File: config.mk
export PLATFORM = sky130hd
export DESIGN_NAME = mac_array_flat
export DESIGN_NICKNAME = d
export VERILOG_FILES = /design/src/rtl/dscnn_pkg.sv /design/src/rtl/mac_array_if.sv /design/src/rtl/mac_adder_tree.sv /design/src/rtl/mac_array.sv /design/src/flat_wrapper.sv
export SDC_FILE = /design/constraint.sdc
export NUM_CORES = 2
export LEC_CHECK = 0
export ABC_AREA = 0
export CAP_MARGIN = 20
export CORE_MARGIN = 3
export CORE_UTILIZATION = 46
export DETAILED_ROUTE_END_ITERATION = 10
export HOLD_SLACK_MARGIN = 0.08
export PLACE_DENSITY = 0.79
export SKIP_LAST_GASP = 1
export SYNTH_ARGS = -nofsm -noshare
export SYNTH_HDL_FRONTEND = slang
export SYNTH_SLANG_ARGS = --single-unit
File: constraint.sdc
create_clock -name clk -period 5.3 [get_ports clk]
set_input_delay 1.06 -clock clk [delete_from_list [all_inputs] [get_ports clk]]
set_output_delay 1.06 -clock clk [all_outputs]
set_load 0.02 [all_outputs]
File: src/rtl/dscnn_pkg.sv
// Shared DS-CNN datapath constants, lane typedefs and width helpers.
package dscnn_pkg;

    localparam int DEF_N_MACS = 16;
    localparam int DEF_DATA_W = 8;
    localparam int DEF_ACC_W  = 32;
    localparam int DEF_PROD_W = 2 * DEF_DATA_W;

    typedef logic signed [DEF_DATA_W-1:0] lane_t;
    typedef lane_t [DEF_N_MACS-1:0]       lane_vec_t;
    typedef logic signed [DEF_PROD_W-1:0] prod_t;

    // Exact width of a sum of n_macs products; the reduction can never overflow it.
    function automatic int sum_w(input int n_macs, input int data_w);
        return 2 * data_w + $clog2(n_macs);
    endfunction

endpackage

File: src/rtl/mac_array_if.sv
// Controller <-> MAC engine interface: lane operands, clear/bias control and results.
interface mac_array_if #(
    parameter int N_MACS = dscnn_pkg::DEF_N_MACS,
    parameter int DATA_W = dscnn_pkg::DEF_DATA_W,
    parameter int ACC_W  = dscnn_pkg::DEF_ACC_W
);
    // No ready path: the engine accepts one beat per cycle, so mac_en alone
    // qualifies a beat; mac_valid qualifies mac_acc for every beat since the last clear.
    logic                           mac_en;
    logic                           mac_clear;
    logic [N_MACS-1:0][DATA_W-1:0]  mac_ifmap;
    logic [N_MACS-1:0][DATA_W-1:0]  mac_weight;
    logic [ACC_W-1:0]               mac_bias;
    logic [ACC_W-1:0]               mac_acc;
    logic                           mac_valid;
    logic                           mac_ovf;

    modport master (
        output mac_en, mac_clear, mac_ifmap, mac_weight, mac_bias,
        input  mac_acc, mac_valid, mac_ovf
    );

    modport slave (
        input  mac_en, mac_clear, mac_ifmap, mac_weight, mac_bias,
        output mac_acc, mac_valid, mac_ovf
    );
endinterface

File: src/rtl/mac_adder_tree.sv
// Combinational pairwise reduction of N_MACS signed products to one exact-width sum.
module mac_adder_tree #(
    parameter int N_MACS = 16,
    parameter int PROD_W = 16,
    parameter int SUM_W  = 20
) (
    input  logic [N_MACS-1:0][PROD_W-1:0] prod_i,
    output logic signed [SUM_W-1:0]       sum_o
);

    // Heap layout: leaves at N_MACS-1 .. 2*N_MACS-2, root at index 0.
    logic signed [SUM_W-1:0] node [2*N_MACS-1];

    always_comb begin
        for (int i = 0; i < N_MACS; i++) begin
            node[N_MACS-1+i] = SUM_W'($signed(prod_i[i]));
        end
        for (int k = N_MACS - 2; k >= 0; k--) begin
            node[k] = node[2*k+1] + node[2*k+2];
        end
        sum_o = node[0];
    end

endmodule

File: src/rtl/mac_array.sv
// Three-stage signed int8 MAC engine (multiply, reduce, accumulate).
// Optional saturating accumulate with sticky overflow under `MAC_SAT_EN.
module mac_array
    import dscnn_pkg::*;
#(
    parameter int N_MACS = DEF_N_MACS,
    parameter int DATA_W = DEF_DATA_W,
    parameter int ACC_W  = DEF_ACC_W
) (
    input  logic        clk,
    input  logic        reset_n,
    mac_array_if.slave  mac
);

    localparam int PROD_W = 2 * DATA_W;
    localparam int SUM_W  = sum_w(N_MACS, DATA_W);

    logic [N_MACS-1:0][PROD_W-1:0] prod_q, prod_d;
    logic                          v1_q, v1_d;
    logic signed [SUM_W-1:0]       sum_q, sum_d;
    logic                          v2_q, v2_d;
    logic signed [ACC_W-1:0]       acc_q, acc_d;
    logic                          dirty_q, dirty_d;
    logic signed [SUM_W-1:0]       tree_sum;
    logic signed [ACC_W-1:0]       sum_ext;
    logic signed [ACC_W-1:0]       add_res;

    // Products only load on mac_en, so idle-cycle lane garbage never reaches S2.
    always_comb begin
        prod_d = prod_q;
        if (mac.mac_en) begin
            for (int i = 0; i < N_MACS; i++) begin
                prod_d[i] = PROD_W'($signed(mac.mac_ifmap[i])) * PROD_W'($signed(mac.mac_weight[i]));
            end
        end
    end

    mac_adder_tree #(
        .N_MACS (N_MACS),
        .PROD_W (PROD_W),
        .SUM_W  (SUM_W)
    ) u_tree (
        .prod_i (prod_q),
        .sum_o  (tree_sum)
    );

    assign sum_ext = ACC_W'(sum_q);

`ifdef MAC_SAT_EN
    logic signed [ACC_W:0] wide_sum;
    logic                  add_ovf;
    logic                  ovf_q, ovf_d;

    always_comb begin
        wide_sum = {acc_q[ACC_W-1], acc_q} + {sum_ext[ACC_W-1], sum_ext};
        add_ovf  = wide_sum[ACC_W] ^ wide_sum[ACC_W-1];
        add_res  = wide_sum[ACC_W-1:0];
        if (add_ovf) begin
            add_res = wide_sum[ACC_W] ? {1'b1, {(ACC_W-1){1'b0}}} : {1'b0, {(ACC_W-1){1'b1}}};
        end
    end
`else
    assign add_res = acc_q + sum_ext;
`endif

    // A clear only kills older beats; a beat presented with it still enters S1.
    always_comb begin
        v1_d    = mac.mac_en;
        sum_d   = v1_q ? tree_sum : sum_q;
        v2_d    = v1_q & ~mac.mac_clear;
        acc_d   = acc_q;
        dirty_d = dirty_q;
        if (mac.mac_clear) begin
            acc_d   = mac.mac_bias;
            dirty_d = 1'b0;
        end else if (v2_q) begin
            acc_d   = add_res;
            dirty_d = 1'b1;
        end
    end

`ifdef MAC_SAT_EN
    always_comb begin
        ovf_d = ovf_q;
        if (mac.mac_clear) begin
            ovf_d = 1'b0;
        end else if (v2_q && add_ovf) begin
            ovf_d = 1'b1;
        end
    end

    always_ff @(posedge clk or negedge reset_n) begin
        if (!reset_n) begin
            ovf_q <= 1'b0;
        end else begin
            ovf_q <= ovf_d;
        end
    end

    assign mac.mac_ovf = ovf_q;
`else
    assign mac.mac_ovf = 1'b0;
`endif

    always_ff @(posedge clk or negedge reset_n) begin
        if (!reset_n) begin
            prod_q  <= '0;
            v1_q    <= 1'b0;
            sum_q   <= '0;
            v2_q    <= 1'b0;
            acc_q   <= '0;
            dirty_q <= 1'b0;
        end else begin
            prod_q  <= prod_d;
            v1_q    <= v1_d;
            sum_q   <= sum_d;
            v2_q    <= v2_d;
            acc_q   <= acc_d;
            dirty_q <= dirty_d;
        end
    end

    assign mac.mac_acc   = acc_q;
    assign mac.mac_valid = dirty_q & ~v1_q & ~v2_q;

endmodule
File: src/flat_wrapper.sv
// flat-port wrapper written by rule: the top's interface ports become plain ports
module mac_array_flat import dscnn_pkg::*;
#(
    parameter int N_MACS = DEF_N_MACS,
    parameter int DATA_W = DEF_DATA_W,
    parameter int ACC_W  = DEF_ACC_W
)
  (clk, reset_n, mac_mac_en, mac_mac_clear, mac_mac_ifmap, mac_mac_weight, mac_mac_bias, mac_mac_acc, mac_mac_valid, mac_mac_ovf);
  mac_array_if #(.N_MACS(N_MACS), .DATA_W(DATA_W), .ACC_W(ACC_W)) mac_i ();
  input  logic clk;
  input  logic reset_n;
  input wire logic [$bits(mac_i.mac_en)-1:0] mac_mac_en;
  input wire logic [$bits(mac_i.mac_clear)-1:0] mac_mac_clear;
  input wire logic [$bits(mac_i.mac_ifmap)-1:0] mac_mac_ifmap;
  input wire logic [$bits(mac_i.mac_weight)-1:0] mac_mac_weight;
  input wire logic [$bits(mac_i.mac_bias)-1:0] mac_mac_bias;
  output wire logic [$bits(mac_i.mac_acc)-1:0] mac_mac_acc;
  output wire logic [$bits(mac_i.mac_valid)-1:0] mac_mac_valid;
  output wire logic [$bits(mac_i.mac_ovf)-1:0] mac_mac_ovf;
  assign mac_i.mac_en = mac_mac_en;
  assign mac_i.mac_clear = mac_mac_clear;
  assign mac_i.mac_ifmap = mac_mac_ifmap;
  assign mac_i.mac_weight = mac_mac_weight;
  assign mac_i.mac_bias = mac_mac_bias;
  assign mac_mac_acc = mac_i.mac_acc;
  assign mac_mac_valid = mac_i.mac_valid;
  assign mac_mac_ovf = mac_i.mac_ovf;
  mac_array #(.N_MACS(N_MACS), .DATA_W(DATA_W), .ACC_W(ACC_W)) u_core (.clk(clk), .reset_n(reset_n), .mac(mac_i));
endmodule
==> flow_summary.ini <==
[run_status]
status = finished, violations left
violations = negative setup slack

[synth]
synth_cell_types = 66
async_flop_share_pct = 100
yosys_warnings = 0
synthTopCellsByCount = 1489 x inv_1, 1113 x fa_1, 598 x and2_1
syn_area_per_cell_um2 = 9.57
synth_area_leaders = fa_1 39%, dfrtp_1 13%, ha_1 11%
synth_top_area_cell = fa_1
ys_seq_area_share_pct = 13.5
syn_inst = 6042
synth_top_flop_cell = dfrtp_1
synth_enable_flop_cells = 0
synth_top_cell_area_share_pct = 38.5
synth_most_common_cell = inv_1
ys_seq_elements = 311
synth_fp_nets = 7967
synthesis.area_mm2 = 0.0578

[timing]
slew_headroom_pct = 34.4
rsz0062_at_grt = true
maxSlewViolCount = 0
tightest_slew_ns = 0.983
skew_ns = 0.0307
fin_crit_sh_pct = 109
setup_ws_ns = -0.495
setup_viol = 14
hold_viol = 0
post-route-min-period_ns = 5.80
tns_ns = -4.56
fmax_mhz = 173

[floorplanning]
io_pins = 326
fp.dieW_um = 361
start_util_pct = 46.5
fp.dieH_um = 361
fp-row-count = 129
fp.coreArea_mm2 = 0.124
fp.dieArea_mm2 = 0.130

[worst_setup_path]
crit_buf_inv = 2
cp.required_ns = 5.75
r2r_cells = 18
crit_top_cell = fa_1
crit_fanout = 3
arrival_ns = 6.24
cp_slowest_cell = fa_1
crit_family = adder cells
end_kind = register
critPathLaunch = u_core.prod_q[3]
r2r-start = u_core.prod_q[3]
critical_path.max_stage_delay_ns = 0.65
cp_num_cells = 18
path_class = reg -> reg
crit_path_start_kind = register
path_cells = inv_1, fa_1, inv_1, fa_1, fa_1, fa_1, fa_1, fa_2, ha_4, a21o_1, a21o_1, a21oi_2, o31ai_2, a211oi_2, o21ai_1, a21oi_1, xnor2_1, mux2_2

[hold_path]
whs_path_depth = 2
hp-start = u_core.dirty_q
hold_path_class = reg -> reg

[route]
vias_per_cell = 5.05
ant_nets = 0
drc = 0
vias = 44300
totalWireLength_mm = 151
drt_iter0_markers = 2519
wl_per_cell_um = 17.2
detail_route.first_pass.iterations = 5

[clock_tree]
root_buffer = clkbuf_16
clockBufferDepth = 3
cts.reportedPaths.clkPinSlew_ns = 0.07
clkLatencyLatePin_ns = 0.58
cts_inserted_buffers = 36
htree_levels = 2
clock-sinks = 311
tritoncts = done

[job]
maxCapViolCount = 0

[global_route]
grt_start_max_net_pins = 157
grt_pass1_vias = 48600
gr-max-usage-layer = met2
grt_pass1_wl_mm = 248
globalRouteMet1Util_pct = 30.8
use_met2_pct = 41.3
antenna_found_initial = 16
gr-total-overflow = 0
grtUsageTotal_pct = 23.5
met3_usage_pct = 3.22

[cells_and_area]
finish.utilization_pct = 56.7
drive_gt1_share_pct = 14.8
final_area_mm2 = 0.0705
fin_nets = 9028
area_growth_syn_to_layout_pct = 22.0

[placement]
place_congestion = 0.919
postPlaceCellArea_mm2 = 0.0686
portBuffers = 324
hpwl_mm = 131
==> through the flow <==
step / worst slack [ns] / hold WS [ns] / cells
global placement: -0.506 / 0.473 / 8685
CTS: -0.459 / 0.502 / 8760
detailed placement: -0.594 / 0.487 / 8685
global route: -0.657 / 0.519 / 8766
floorplan: -0.158 / 0.452 / 6042
finish: -0.495 / 0.491 / 8770
==> final timing paths <==
| check | slack, ns | end |
|---|---|---|
| hold reg to reg | 0.49 | u_core.dirty_q |
| setup / recovery | -0.50 | u_core.sum_q[15] |
| min in group asynchronous | 0.50 | u_core.mac.mac_acc[15] |
| hold / removal | 0.49 | u_core.dirty_q |
| max in group asynchronous | 3.65 | u_core.prod_q[184] |
| setup reg to reg | -0.50 | u_core.sum_q[15] |
==> cells in the final DEF, fill, tap and decap left out, types with 10 or more instances in the layout <==
cell type and n:
a21oi_1 108, a21oi_2 12, inv_2 12, o21ai_0 194, a21boi_1 26, fa_1 1107, buf_4 767, a21o_1 40
nand3_1 46, o21ai_2 21, dfrtp_1 311, ha_1 515, mux2i_1 40, clkbuf_16 36, nor3_1 33, a211oi_2 17
o21a_1 11, nor2b_1 35, or2_2 20, mux2_2 68, clkdlybuf4s50_1 255, nand2b_1 128, a21boi_2 10, nor2_1 157
dlymetal6s2s_1 64, xor2_1 27, nand3b_1 10, nand2_1 446, or3_1 37, a31o_2 11, and2_1 596, o21ai_1 43
and3_1 24, inv_1 1478, xnor2_1 229
==> routing by layer <==
layer	up-vias	routed length, µm
met2	1185	75300
met1	22400	63200
li1	20400	-
met3	266	7990
met5	-	72
met4	10	4250
==> state kept, by name, summed over array words and instances (netlist names) <==
signal              flops
u_core.sum_q           20
u_core.dirty_q          1
u_core.v1_q             1
u_core.prod_q         256
u_core.v2_q             1
u_core.mac.mac_acc     32
==> kinds of logic (layout without fill, tap and decap cells) <==
family	Yosys count	after routing	share of synthesized area (%)
fa+ha+maj	1633	1633	49.8
buf+inv	1565	2652	10.2
simple gates	1560	1560	14.2
compound gates	600	600	6.38
flops	311	311	13.5
xor+xnor	262	262	3.97
mux	110	110	2.06
other cells	1	5	0.00649
==> layout make-up <==
class,instances,area [µm²]
repair buffers,1097,9260
flip-flops and latches,311,7780
inverters,1491,5600
clock buffers,48,1020
well taps,1637,2050
diodes,4,10.0
fillers,10400,53800
multi-input cells,4166,44600
clock inverters,16,206
==> timing repair <==
item / 4_1_cts / 5_1_grt
setup endpoints to repair: 15 / 65
cloned: 0 / 0
pin swaps: 21 / 48
setup buffers: 12 / 7
resized for setup: 16 / 187
hold buffers: 0 / 0
==> worst reg2reg max path: stages (launching register included) <==
cell and delay [ns]:
dfrtp_1 0.33, inv_1 0.06, fa_1 0.65, inv_1 0.09, fa_1 0.50, fa_1 0.59
fa_1 0.45, fa_1 0.50, fa_2 0.63, ha_4 0.22, a21o_1 0.15, a21o_1 0.20
a21oi_2 0.18, o31ai_2 0.12, a211oi_2 0.32, o21ai_1 0.13, a21oi_1 0.18, xnor2_1 0.11
mux2_2 0.26
Power is left out: the tool's default activity adds up to more than one toggle a clock period on the data nets, which glitch-free logic cannot reach.
